--- config.mk ---
export PLATFORM = sky130hd
export DESIGN_NAME = paddle_ctrl
export DESIGN_NICKNAME = d
export VERILOG_FILES = /design/src/rtl/paddle_pkg.sv /design/src/rtl/paddle_segment.sv /design/src/rtl/paddle_ctrl.sv
export SDC_FILE = /design/constraint.sdc
export NUM_CORES = 1
export LEC_CHECK = 0
export CORE_MARGIN = 4
export CORE_UTILIZATION = 50
export DETAILED_ROUTE_END_ITERATION = 10
export GPL_ROUTABILITY_DRIVEN = 0
export PLACE_DENSITY = 0.79
export SLEW_MARGIN = 5
export SYNTH_ARGS = -nofsm -noshare
export SYNTH_HDL_FRONTEND = slang
export SYNTH_HIERARCHICAL = 1
export SYNTH_SLANG_ARGS = --single-unit
--- constraint.sdc ---
create_clock -name clk -period 6.2 [get_ports clk]
set_input_delay 1.86 -clock clk [delete_from_list [all_inputs] [get_ports clk]]
set_output_delay 1.86 -clock clk [all_outputs]
set_load 0.01 [all_outputs]
--- src/rtl/paddle_pkg.sv ---
// Shared types and screen constants for the Breakout paddle.
package paddle_pkg;

  typedef enum logic [1:0] {
    IDLE   = 2'd0,
    MOVE_L = 2'd1,
    MOVE_R = 2'd2
  } paddle_state_t;

  typedef enum logic [1:0] {
    DIR_NONE = 2'd0,
    DIR_L    = 2'd1,
    DIR_R    = 2'd2
  } paddle_dir_t;

  localparam int SCREEN_W = 640;
  localparam int SCREEN_H = 480;

  // Left edge offset of hit segment i for a paddle of width w split into n parts.
  function automatic int seg_bound(input int w, input int n, input int i);
    return (i * w) / n;
  endfunction

endpackage

--- src/rtl/paddle_segment.sv ---
// Maps the ball centre onto one of NUM_SEG horizontal paddle segments.
// Segment boundaries are constants for both the full and the halved width.
module paddle_segment
  import paddle_pkg::*;
#(
  parameter int WIDTH   = 70,
  parameter int NUM_SEG = 5,
  localparam int SEG_W  = (NUM_SEG > 1) ? $clog2(NUM_SEG) : 1
) (
  input  logic              [9:0]  ball_x,
  input  logic signed       [11:0] paddle_x,
  input  logic                     shrunk,
  output logic          [SEG_W-1:0] seg
);

  localparam int FULL_W = WIDTH;
  localparam int HALF_W = WIDTH / 2;

  logic signed [12:0] ball_s;
  logic signed [12:0] px_s;
  logic signed [12:0] off;
  logic signed [12:0] w_s;

  assign ball_s = signed'({3'b000, ball_x});
  assign px_s   = signed'({paddle_x[11], paddle_x});
  assign off    = ball_s - px_s;
  assign w_s    = shrunk ? 13'(HALF_W) : 13'(FULL_W);

  // Pick the highest segment whose left boundary the ball has passed.
  always_comb begin
    seg = '0;
    if (off < 0) begin
      seg = '0;
    end else if (off >= w_s) begin
      seg = SEG_W'(NUM_SEG - 1);
    end else begin
      for (int i = 1; i < NUM_SEG; i++) begin
        if (shrunk) begin
          if (off >= 13'(seg_bound(HALF_W, NUM_SEG, i))) seg = SEG_W'(i);
        end else begin
          if (off >= 13'(seg_bound(FULL_W, NUM_SEG, i))) seg = SEG_W'(i);
        end
      end
    end
  end

endmodule

--- src/rtl/paddle_ctrl.sv ---
// Breakout paddle: accelerating movement, exact edge clamping, one-shot
// shrink to half width, pixel hit test and ball segment lookup.
//
// state  | meaning
// IDLE   | no direction held, speed 0
// MOVE_L | moving left, accelerating while held
// MOVE_R | moving right, accelerating while held
module paddle_ctrl
  import paddle_pkg::*;
#(
  parameter int X_POS       = 285,
  parameter int Y_POS       = 449,
  parameter int WIDTH       = 70,
  parameter int HEIGHT      = 12,
  parameter int SPEED_MIN   = 1,
  parameter int SPEED_MAX   = 4,
  parameter int ACCEL_TICKS = 8,
  parameter int NUM_SEG     = 5,
  localparam int SEG_W      = (NUM_SEG > 1) ? $clog2(NUM_SEG) : 1
) (
  input  logic                    clk,
  input  logic                    reset,
  input  logic                    refresh_tick,
  input  logic              [9:0] pixel_x,
  input  logic              [9:0] pixel_y,
  input  logic                    left,
  input  logic                    right,
  input  logic                    shrink,
  input  logic              [9:0] ball_x,
  output logic                    paddle_on,
  output logic signed      [11:0] paddle_x,
  output logic              [9:0] paddle_w,
  output logic        [SEG_W-1:0] paddle_seg,
  output logic              [2:0] speed
);

  localparam int CNT_W = $clog2(ACCEL_TICKS + 1);
  localparam logic signed [11:0] SCR_W_S  = 12'(SCREEN_W);
  localparam logic signed [11:0] QUARTER  = 12'(WIDTH / 4);
  localparam logic        [9:0]  FULL_W   = 10'(WIDTH);
  localparam logic        [9:0]  HALF_W   = 10'(WIDTH / 2);
  localparam logic        [2:0]  SPD_MIN  = 3'(SPEED_MIN);
  localparam logic        [2:0]  SPD_MAX  = 3'(SPEED_MAX);
  localparam logic    [CNT_W-1:0] CNT_TOP = CNT_W'(ACCEL_TICKS);
  localparam logic        [9:0]  Y_TOP    = 10'(Y_POS);
  localparam logic        [9:0]  Y_BOT    = 10'(Y_POS + HEIGHT);

  paddle_state_t      state_q, state_d;
  logic signed [11:0] x_q, x_d;
  logic        [9:0]  w_q, w_d;
  logic        [2:0]  speed_q, speed_d;
  logic   [CNT_W-1:0] cnt_q, cnt_d;
  logic               pending_q, pending_d;
  logic               shrunk_q, shrunk_d;

  paddle_dir_t        dir;
  logic signed [11:0] spd_s;
  logic signed [11:0] lim;
  logic   [CNT_W-1:0] cnt_inc;
  logic signed [11:0] pix_s;
  logic signed [11:0] right_edge;

  // Register all paddle state; reset wins over everything else.
  always_ff @(posedge clk) begin
    if (reset) begin
      state_q   <= IDLE;
      x_q       <= 12'(X_POS);
      w_q       <= FULL_W;
      speed_q   <= 3'd0;
      cnt_q     <= '0;
      pending_q <= 1'b0;
      shrunk_q  <= 1'b0;
    end else begin
      state_q   <= state_d;
      x_q       <= x_d;
      w_q       <= w_d;
      speed_q   <= speed_d;
      cnt_q     <= cnt_d;
      pending_q <= pending_d;
      shrunk_q  <= shrunk_d;
    end
  end

  // Direction decode, FSM transitions, acceleration, shrink and clamped move.
  always_comb begin
    state_d   = state_q;
    x_d       = x_q;
    w_d       = w_q;
    speed_d   = speed_q;
    cnt_d     = cnt_q;
    pending_d = pending_q;
    shrunk_d  = shrunk_q;
    cnt_inc   = cnt_q + CNT_W'(1);

    if (left && !right)      dir = DIR_L;
    else if (right && !left) dir = DIR_R;
    else                     dir = DIR_NONE;

    if (shrink && !shrunk_q) pending_d = 1'b1;

    if (refresh_tick) begin
      if (pending_q) begin
        // Shrink tick: recentre on the halved width, freeze motion state.
        w_d       = HALF_W;
        x_d       = x_q + QUARTER;
        shrunk_d  = 1'b1;
        pending_d = 1'b0;
      end else if (dir == DIR_NONE) begin
        state_d = IDLE;
        speed_d = 3'd0;
        cnt_d   = '0;
      end else begin
        if ((dir == DIR_L && state_q == MOVE_L) || (dir == DIR_R && state_q == MOVE_R)) begin
          if (cnt_inc >= CNT_TOP) begin
            cnt_d   = '0;
            speed_d = (speed_q < SPD_MAX) ? speed_q + 3'd1 : SPD_MAX;
          end else begin
            cnt_d = cnt_inc;
          end
        end else begin
          state_d = (dir == DIR_L) ? MOVE_L : MOVE_R;
          speed_d = SPD_MIN;
          cnt_d   = '0;
        end
      end
    end

    spd_s = signed'({9'b0, speed_d});
    lim   = SCR_W_S - signed'({2'b00, w_q});

    if (refresh_tick && !pending_q) begin
      if (dir == DIR_L) begin
        x_d = (x_q <= spd_s) ? 12'sd0 : x_q - spd_s;
      end else if (dir == DIR_R) begin
        x_d = (x_q + spd_s >= lim) ? lim : x_q + spd_s;
      end
    end
  end

  // Pixel hit test against the current paddle rectangle.
  always_comb begin
    pix_s      = signed'({2'b00, pixel_x});
    right_edge = x_q + signed'({2'b00, w_q});
    paddle_on  = (pix_s >= x_q) && (pix_s < right_edge) &&
                 (pixel_y >= Y_TOP) && (pixel_y < Y_BOT);
  end

  paddle_segment #(
    .WIDTH   (WIDTH),
    .NUM_SEG (NUM_SEG)
  ) u_segment (
    .ball_x   (ball_x),
    .paddle_x (x_q),
    .shrunk   (shrunk_q),
    .seg      (paddle_seg)
  );

  assign paddle_x = x_q;
  assign paddle_w = w_q;
  assign speed    = speed_q;

endmodule

==> metrics, run 1 <==
startpoint of the most critical register-to-register path=cnt_q[0]; startpoint type of the worst setup path=input pin; Worst EP arrival=4640 ps; top achievable clock speed=153.9 MHz; EDFF count, synth=0; total negative slack for setup checks=-746.0 ps; power density over the cells=158.5 nW/um^2; capture point of the worst reg-to-reg path=paddle_x[3]; cell count after placement=699; final period utilization=104.8%; vias in the first global route=4304; most used cell, CP=buf_4; endpoint class of the critical path=primary output; final number of setup-violating endpoints=3; Remaining Overflow, GRT=0; synthesized area per cell=7.578 sq um; Hold Fails Final Rpt=0; most common flop cell mapped by yosys=dfxtp_1; async set or reset register ratio after synthesis=0%; PnR worst setup slack=-297.5 ps; # diodes=0; Total GRT Usage=26.33%; initial cell density of the core=52.34%; detail-routed net length per standard cell=17.80 microns; leading area contributor after synthesis=ha_1; Setup Crit Path Kind=in -> out; initial antenna violation count=0; Via Count=4395; IR Drop Worst-Case VDD=0.08714 mV; H-Tree Level Count=1; final instance count without filler cells=723; Mapped Cells=509; post-layout net count=719; unrepaired setup endpoints after global routing=yes; clock skew after layout=7.723 ps; share of post-route cells with drive strength above 1=22.76%; Clk Tree Root Cell=clkbuf_8; source of the worst hold timing path=cnt_q[2]; Core Footprint=7370 sq um; Total Routed Length=12870 microns; count of synthesis-stage warnings from yosys=6; number of clock buffers inserted by TritonCTS=3; Unique masters post-synth=74; router iterations before antenna repair=5; DRC viols=0; final count of pins violating max slew=0; half-perimeter wire length after detailed placement=8984 microns; Clk Latency, worst-skew pair=280 ps; violated checks=negative setup slack; slowest stage delay, CP=570 ps; CTS Hold Bufs=0; Post-Syn Area=3857 sq um; area growth from synthesis to layout=36.59%; number of cell rows=31; Hold Crit Class=reg -> reg; relative slew slack=46.47%; maximum number of pins on one net before global-route repair=27; x dimension of the die=95.84 microns; length in cells of the worst reg-to-reg path=17; CP Data Required Time=4340 ps; Least-Margin Pin Slew=794.6 ps; cells traversed along the worst timing path=buf_8 > inv_4 > ha_4 > fa_2 > buf_4 > nor2b_4 > o21ba_4 > o211ai_1 > ha_1 > nand4b_1 > or4b_4 > nand3_4 > a2111oi_4 > buf_4 > o221a_1 > buf_2; top post-synthesis cells by count=ha_1, nor2_1, nand2_1; IO Count=65; area of the die=9184 sq um; proportion of synthesized chip area in sequential cells=12.46%; library cell contributing the largest single delay on the critical path=or4b_4; sink count of the clock tree=24; top-area cell type share of the netlist area=17.84%; number of storage elements in the synthesis netlist=24; CTS tree=built; leakage power of the design=2.227 nW; global-route wire length before repair=19510 microns; clock transition at the register clock pins on the worst setup and hold paths after CTS=90 ps; die extent in y=95.84 microns; top area cells in the synthesized netlist=ha_1, dfxtp_1, xnor2_1, nor2_1, nand2_1; Worst Hold Endpoint=cnt_q[2]; buffer depth of the longest clock path=2; Routed Antenna Nets=0; count of maximum capacitance violations=0; Critical Path Fanout Max=3; hold-critical path depth=2; post-DR vias/cell=6.079; count of buffers inserted at the top-level ports=58; minimum clock period after layout=6498 ps; flop-to-flop setup slack=1940 ps; leading cell type by number of instances after synthesis=ha_1; number of DRC violations after detailed-routing iteration 0=397; result of the run=complete, but fails checks
-- per-stage QoR --
step | utilization (%) | total power, mW | setup slack, ps | cell area, sq um | hold WS (ps)
after floorplan | - | 0.4359 | -50.84 | 3919 | 439.9
after global placement | 65.65 | 0.5645 | -1017 | 4838 | 453.9
after detailed placement | 65.65 | 0.5796 | -1106 | 4838 | 460.9
after CTS | 69.76 | 0.7769 | -208.2 | 5141 | 474.1
after global routing | 71.49 | 0.8821 | -387.0 | 5269 | 508.5
final | 71.49 | 0.8349 | -297.5 | 5269 | 473.7
-- how the worst max path moves through the flow --
stage | startpoint | to | depth (start not counted)
6_report | ball_x[0] | paddle_seg[0] | 16
5_1_grt | ball_x[0] | paddle_seg[0] | 15
4_1_cts | ball_x[0] | paddle_seg[0] | 15
3_5_place_dp | ball_x[0] | paddle_seg[0] | 14
3_3_place_gp | ball_x[0] | paddle_seg[0] | 14
2_1_floorplan | ball_x[0] | paddle_seg[0] | 12
-- logic make-up after synthesis --
logic type      count (synthesis)  share of synthesized area, %
compound gates                130                         23.91
flops                          24                         12.46
xor+xnor                       43                         9.763
buf+inv                        64                         8.758
other cells                     2                        0.1947
fa+ha+maj                      58                         19.40
mux                             6                         1.557
simple gates                  182                         23.97
-- metal layers --
layer / vias to the layer above / global-route usage [%] / wire, microns
met4: 0 / 13.51 / 737
met2: 240 / 46.21 / 6226
met3: 76 / 4.457 / 941
met1: 2024 / 30.53 / 4965
met5: - / 0 / 0
li1: 2055 / - / -
-- worst max-delay path, delay by kind of cell --
family	cells	cell delay, ps
buffers and inverters	5	570
adder cells (fa/ha/maj)	3	900
AO/OA/AOI/OAI	4	410
AND/OR/NAND/NOR	4	890
-- registers in the layout, indices dropped and copies added, names as in the netlist --
register   flops
paddle_x      12
cnt_q          4
speed          3
paddle_w       2
state_q        2
pending_q      1
-- timing repair --
item / in CTS / in global routing
pin swaps: 21 / 23
resized for setup: 58 / 27
endpoints found under the hold margin: 0 / 0
setup buffers: 15 / 5
setup endpoints to repair: 4 / 14
-- layout make-up --
| cell class | count | area, sq um |
|---|---|---|
| multi-input combinational | 425 | 3329 |
| timing repair buffer | 134 | 1122 |
| sequential | 24 | 480.5 |
| tap | 99 | 123.9 |
| inverter | 37 | 141.4 |
| fill | 568 | 2101 |
| clock inverter | 1 | 30.03 |
| clock buffer | 3 | 41.29 |
-- power by group --
part           leakage [nW]  total (mW)  internal (mW)  switching [mW]
Clock                0.0357       0.145         0.0865          0.0587
Combinational          2.00       0.518          0.257           0.261
Sequential            0.196       0.171          0.161          0.0105
-- cell usage in the layout (no fill, tap or decap), types with 8 or more instances in the layout --
master and n:
a21o_1 8, a21oi_1 25, a31oi_1 10, buf_4 77, clkdlybuf4s50_1 47, dfxtp_1 24, ha_1 47, inv_1 32
nand2_1 39, nand3_1 12, nor2_1 51, nor2b_1 10, nor3_1 16, o21ai_0 20, xnor2_1 34
No activity file was read; power rests on OpenSTA's default activity.
==> run 2, diff against run 1 <==
Settings changed: PLACE_DENSITY 0.79 to 0.76.
Clock period 6.2 ns to 6.8 ns, I/O delays scaled along.
==> run 2 against run 1 <==
  * The run still ends with negative setup slack left
  * Combinational power is 13% lower
  * Clock-buffer cell count stayed put
  * Setup slack improved by 230 ps
  * Routed wire length is 5.4% lower
  * Critical path type unchanged
==> metrics, run 2 (synthesis results as in run 1) <==
result of the run=complete, but fails checks; violated checks=negative setup slack; area of combinational cells with multiple inputs=3246 sq um; Via Count=4226; buffer depth of the longest clock path=2; final number of setup-violating endpoints=2; number of clock buffers inserted by TritonCTS=3; final hold slack=476.7 ps; final instance count without filler cells=713; post-layout net count=709; die extent in y=95.84 microns; sink count of the clock tree=24; Remaining Overflow, GRT=0; final-layout fill cell count=607; number of DRC violations after detailed-routing iteration 0=356; area growth from synthesis to layout=32.79%; Least-Margin Pin Slew=772.9 ps; number of cell rows=31; clock transition at the register clock pins on the worst setup and hold paths after CTS=100 ps; area of the die=9184 sq um; slowest stage delay, CP=400 ps; Clk Latency, worst-skew pair=280 ps; DRC viols=0; startpoint type of the worst setup path=input pin; clock skew after layout=4.148 ps; H-Tree Level Count=1; Cell Area, Placed=4746 sq um; leakage power of the design=2.164 nW; PnR worst setup slack=-65.08 ps; maximum number of pins on one net before global-route repair=27; vias in the first global route=4189; router iterations before antenna repair=5; Worst EP arrival=4830 ps; commonest cells after routing, fill and taps aside=buf_4, nor2_1, ha_1, clkdlybuf4s50_1, nand2_1; Hold Fails Final Rpt=0; cells traversed along the worst timing path=buf_6 > inv_4 > ha_4 > buf_6 > nand2b_4 > a211oi_2 > nor2_1 > xor2_1 > inv_1 > ha_2 > or3_4 > o31ai_4 > nand3_2 > a2111oi_4 > buf_4 > o41a_4 > buf_6; share of post-route cells with drive strength above 1=19.71%; x dimension of the die=95.84 microns; unrepaired setup endpoints after global routing=yes; CP Data Required Time=4760 ps; final period utilization=101.0%; Total GRT Usage=26.38%; count of buffers inserted at the top-level ports=58; IO Count=65; final count of pins violating max slew=0; WP buf/inv=6; Total Routed Length=12180 microns; Clk Tree Root Cell=clkbuf_8; initial antenna violation count=0; library cell contributing the largest single delay on the critical path=or3_4; Routed Antenna Nets=0; CTS Hold Bufs=0; IR Drop Worst-Case VDD=0.1076 mV; Critical Path Fanout Max=2; Core Footprint=7370 sq um; CTS tree=built; most frequent standard cell in the layout excluding fill and tap cells=buf_4; endpoint class of the critical path=primary output; max reg flops=12; # diodes=0; Hold Crit Class=reg -> reg; global-route wire length before repair=19520 microns; minimum clock period after layout=6865 ps; Setup Crit Path Kind=in -> out; area occupied by registers=480.5 sq um; cell count after placement=692; top achievable clock speed=145.7 MHz; relative slew slack=47.93%; core occupancy in the finished layout=69.51%; initial cell density of the core=52.34%; count of maximum capacitance violations=0; detail-routed net length per standard cell=17.08 microns; final design instance area without fill=5122 sq um; power density over the cells=144.1 nW/um^2; kind of cell with the highest combined delay on the critical path=compound AO/OA/AOI/OAI gates; half-perimeter wire length after detailed placement=9020 microns; worst slack after detailed placement=-926.7 ps; post-DR vias/cell=5.927; most used cell, CP=buf_6
-- run 2: changes by cell type in the layout (fill, tap and decap cells not counted), sizes merged --
cell	before	now
clkbuf	5	7
dlygate4sd2	2	3
buf	83	70
-- run 2: final timing paths --
kind,from,end,slack [ps],cells after the start
setup reg to reg,cnt_q[0],paddle_x[8],2320,18
hold reg to reg,cnt_q[2],cnt_q[2],480,2
setup / recovery,ball_x[0],paddle_seg[1],-70,17
hold / removal,cnt_q[2],cnt_q[2],480,2
-- run 2: repair_timing --
item | CTS | global route
pin swaps | 23 | 14
buffers inserted | 12 | 5
endpoints found under the setup margin | 4 | 5
resized for setup | 47 | 24
-- run 2: report_power, final --
| group | internal [mW] | total, mW | leakage (nW) | switching, mW |
|---|---|---|---|---|
| clock | 0.0789 | 0.131 | 0.0357 | 0.0525 |
| sequential | 0.147 | 0.156 | 0.196 | 0.00970 |
| combinational | 0.225 | 0.450 | 1.93 | 0.226 |
| total | 0.450 | 0.738 | 2.16 | 0.288 |
-- run 2: final cells by class --
type | instances | share of cell area, %
clock buffers | 3 | 0.8061
clock inverters | 1 | 0.5862
inverters | 37 | 2.760
multi-input cells | 425 | 63.36
flip-flops and latches | 24 | 9.380
well taps | 99 | 2.418
repair buffers | 124 | 20.69
-- run 2: layer usage --
metal  routed length, microns  GRT usage (%)  up-vias
li1                         -              -     2039
met2                     6040          47.02      200
met1                     4930          32.20     1942
met5                        0              0        -
met4                      418          9.834        0
met3                      785          3.284       45
-- run 2: worst min-delay path: stages, from the launching register on --
cell and delay [ps]:
dfxtp_1 340, nand2_1 60, a21oi_1 50
-- run 2: stage by stage --
stage	power, mW	TNS, ps
floorplan	0.3913	0
global placement	0.5165	-2628
detailed placement	0.5289	-2782
CTS	0.6965	0
global route	0.7863	-454.5
finish	0.7380	-74.58
==> run 3, diff against run 2 <==
Settings changed: PLACE_DENSITY 0.76 to 0.75, SYNTH_HIERARCHICAL 1 to default.
==> run 3 against run 2 <==
  * The flow still finishes with violations (negative setup slack)
  * Sequential share of layout area decreased by 0.35 points
  * Via count grew 8.3%
  * Synthesized cell count grew 5.1%
  * Combinational power rose by 18%
  * Global-route usage up 0.64 points
  * Largest cell class unchanged
  * Sequential power grew 3%
  * Critical path depth is 4 lower
  * Non-clock buffer count grew 3
  * Hold slack improved by 3.3 ps
  * Final cell count grew 4.1%
  * Critical endpoint unchanged
  * Clock-buffer cell count increased by 1
==> metrics, run 3 <==
result of the run=complete, but fails checks; violated checks=negative setup slack; Core Footprint=7727 sq um; Routed Antenna Nets=0; area growth from synthesis to layout=33.57%; share of post-route cells with drive strength above 1=19.53%; die extent in y=97.26 microns; unrepaired setup endpoints after global routing=yes; number of DRC violations after detailed-routing iteration 0=292; CP Data Required Time=4760 ps; power density over the cells=149.4 nW/um^2; leading cell type by number of instances after synthesis=ha_1; router iterations before antenna repair=5; library cell contributing the largest single delay on the critical path=or4_4; Post-Syn Area=3984 sq um; number of clock buffers inserted by TritonCTS=3; Via Count=4576; commonest cells after routing, fill and taps aside=buf_4, ha_1, clkdlybuf4s50_1, nor2_1, nand2_1; final count of pins violating max slew=0; half-perimeter wire length after detailed placement=10010 microns; most frequent standard cell in the layout excluding fill and tap cells=buf_4; area occupied by registers=480.5 sq um; count of maximum capacitance violations=0; Clk Latency, worst-skew pair=270 ps; Total GRT Usage=27.02%; H-Tree Level Count=1; top achievable clock speed=146.6 MHz; async set or reset register ratio after synthesis=0%; cell count after placement=734; detail-routed net length per standard cell=18.26 microns; synthesized area per cell=7.446 sq um; area of combinational cells with multiple inputs=3446 sq um; IR Drop Worst-Case VDD=0.09795 mV; clock skew after layout=6.781 ps; number of storage elements in the synthesis netlist=24; top post-synthesis cells by count=ha_1, nor2_1, nand2_1; Worst EP arrival=4780 ps; final hold slack=480.1 ps; final number of setup-violating endpoints=2; # diodes=0; DRC viols=0; max reg flops=12; number of cell rows=32; Setup Crit Path Kind=in -> out; minimum clock period after layout=6820 ps; Least-Margin Pin Slew=1019 ps; Mapped Cells=535; cells traversed along the worst timing path=buf_6 > ha_4 > nor2b_4 > o2111a_1 > or4_4 > and2_4 > ha_4 > nor3_2 > a31oi_1 > or2_4 > a2111o_1 > a311oi_2 > buf_2; top area cells in the synthesized netlist=ha_1, dfxtp_1, xnor2_1, a21oi_1, nor2_1; Remaining Overflow, GRT=0; maximum number of pins on one net before global-route repair=25; x dimension of the die=97.26 microns; vias in the first global route=4672; post-DR vias/cell=6.167; Critical Path Fanout Max=2; Clk Tree Root Cell=clkbuf_8; area of the die=9460 sq um; initial cell density of the core=51.55%; EDFF count, synth=0; Unique masters post-synth=79; initial antenna violation count=0; CTS tree=built; Hold Fails Final Rpt=0; sink count of the clock tree=24; IO Count=65; endpoint class of the critical path=primary output; PnR worst setup slack=-19.73 ps; Total Routed Length=13550 microns; buffer depth of the longest clock path=2; most common flop cell mapped by yosys=dfxtp_1; proportion of synthesized chip area in sequential cells=12.06%; final instance count without filler cells=742; final period utilization=100.3%; count of buffers inserted at the top-level ports=58; relative slew slack=31.86%; most used cell, CP=ha_4; Hold Crit Class=reg -> reg; global-route wire length before repair=21740 microns; leakage power of the design=2.231 nW; leading area contributor after synthesis=ha_1; final-layout fill cell count=629; top-area cell type share of the netlist area=17.27%; post-layout net count=735; clock transition at the register clock pins on the worst setup and hold paths after CTS=90 ps; startpoint type of the worst setup path=input pin; CTS Hold Bufs=0; count of synthesis-stage warnings from yosys=0; slowest stage delay, CP=520 ps
## run 3: changes by cell type after synthesis, moves of 4 or more
cell | previous run | this run
o21ai_0 | 21 | 32
a21oi_1 | 27 | 35
nor2_1 | 53 | 45
clkbuf_1 | 4 | 9
or3_1 | 3 | 8
inv_1 | 35 | 31
nand2_1 | 40 | 36
nor4_1 | 5 | 9
o211ai_1 | 3 | 7
o22ai_1 | 7 | 11
xnor2_1 | 34 | 30
## run 3: kinds of logic (layout without fill, tap and decap cells)
logic type | count (synthesis) | count (layout) | share of synthesized area (%)
AOI/OAI and AO/OA | 162 | 162 | 27.95
buffers and inverters | 63 | 164 | 7.318
adders and majority gates | 58 | 58 | 18.78
muxes | 5 | 5 | 1.288
other | 2 | 6 | 0.1885
xor gates and xnor gates | 42 | 42 | 9.234
and+or+nand+nor | 179 | 179 | 23.18
DFF | 24 | 24 | 12.06
## run 3: power breakdown
group	switching, mW	internal, mW
clock	0.0487	0.0518
combinational	0.277	0.257
sequential	0.0124	0.149
## run 3: final timing paths
| path | end | cells past startpoint | from | slack (ps) |
|---|---|---|---|---|
| hold reg to reg | cnt_q[1] | 2 | cnt_q[1] | 480 |
| setup reg to reg | paddle_x[6] | 19 | cnt_q[0] | 2190 |
| setup / recovery | paddle_seg[1] | 13 | ball_x[1] | -20 |
| hold / removal | cnt_q[1] | 2 | cnt_q[1] | 480 |
## run 3: final cells by class
cell class              instances  share of cell area, %
inverters                      33                  2.375
flip-flops and latches         24                  9.029
clock buffers                   4                  1.035
repair buffers                127                  20.41
well taps                     102                  2.398
multi-input cells             452                  64.75
## run 3: critical path, delay by kind of cell
family | cells | cell delay [ps]
simple gates | 5 | 1250
compound gates | 4 | 840
fa+ha+maj | 2 | 370
buf+inv | 2 | 260
## run 3: what timing repair did
| action | CTS | global route |
|---|---|---|
| endpoints found under the hold margin | 0 | 0 |
| endpoints found under the setup margin | 3 | 13 |
| pin swaps | 18 | 10 |
| buffers inserted | 3 | 1 |
| gates resized for setup | 55 | 18 |
## run 3: per-stage QoR
step	TNS, ps	power, mW	setup slack, ps	utilization (%)	cell area, sq um
after floorplan	-54.36	0.4469	-54.36	-	3999
after global placement	-2482	0.6143	-913.3	65.06	5027
after detailed placement	-2915	0.6315	-984.9	65.06	5027
after CTS	-259.8	0.7632	-163.9	67.99	5254
after global routing	-287.6	0.8466	-109.5	68.86	5321
final	-20.18	0.7951	-19.73	68.86	5321
## run 3: metal layers
metal | global-route usage (%) | routed length [microns] | vias up
li1 | - | - | 2173
met1 | 32.22 | 5369 | 2114
met3 | 4.235 | 1019 | 65
met2 | 47.35 | 6614 | 224
met4 | 12.57 | 548 | 0
met5 | 0 | 0 | -
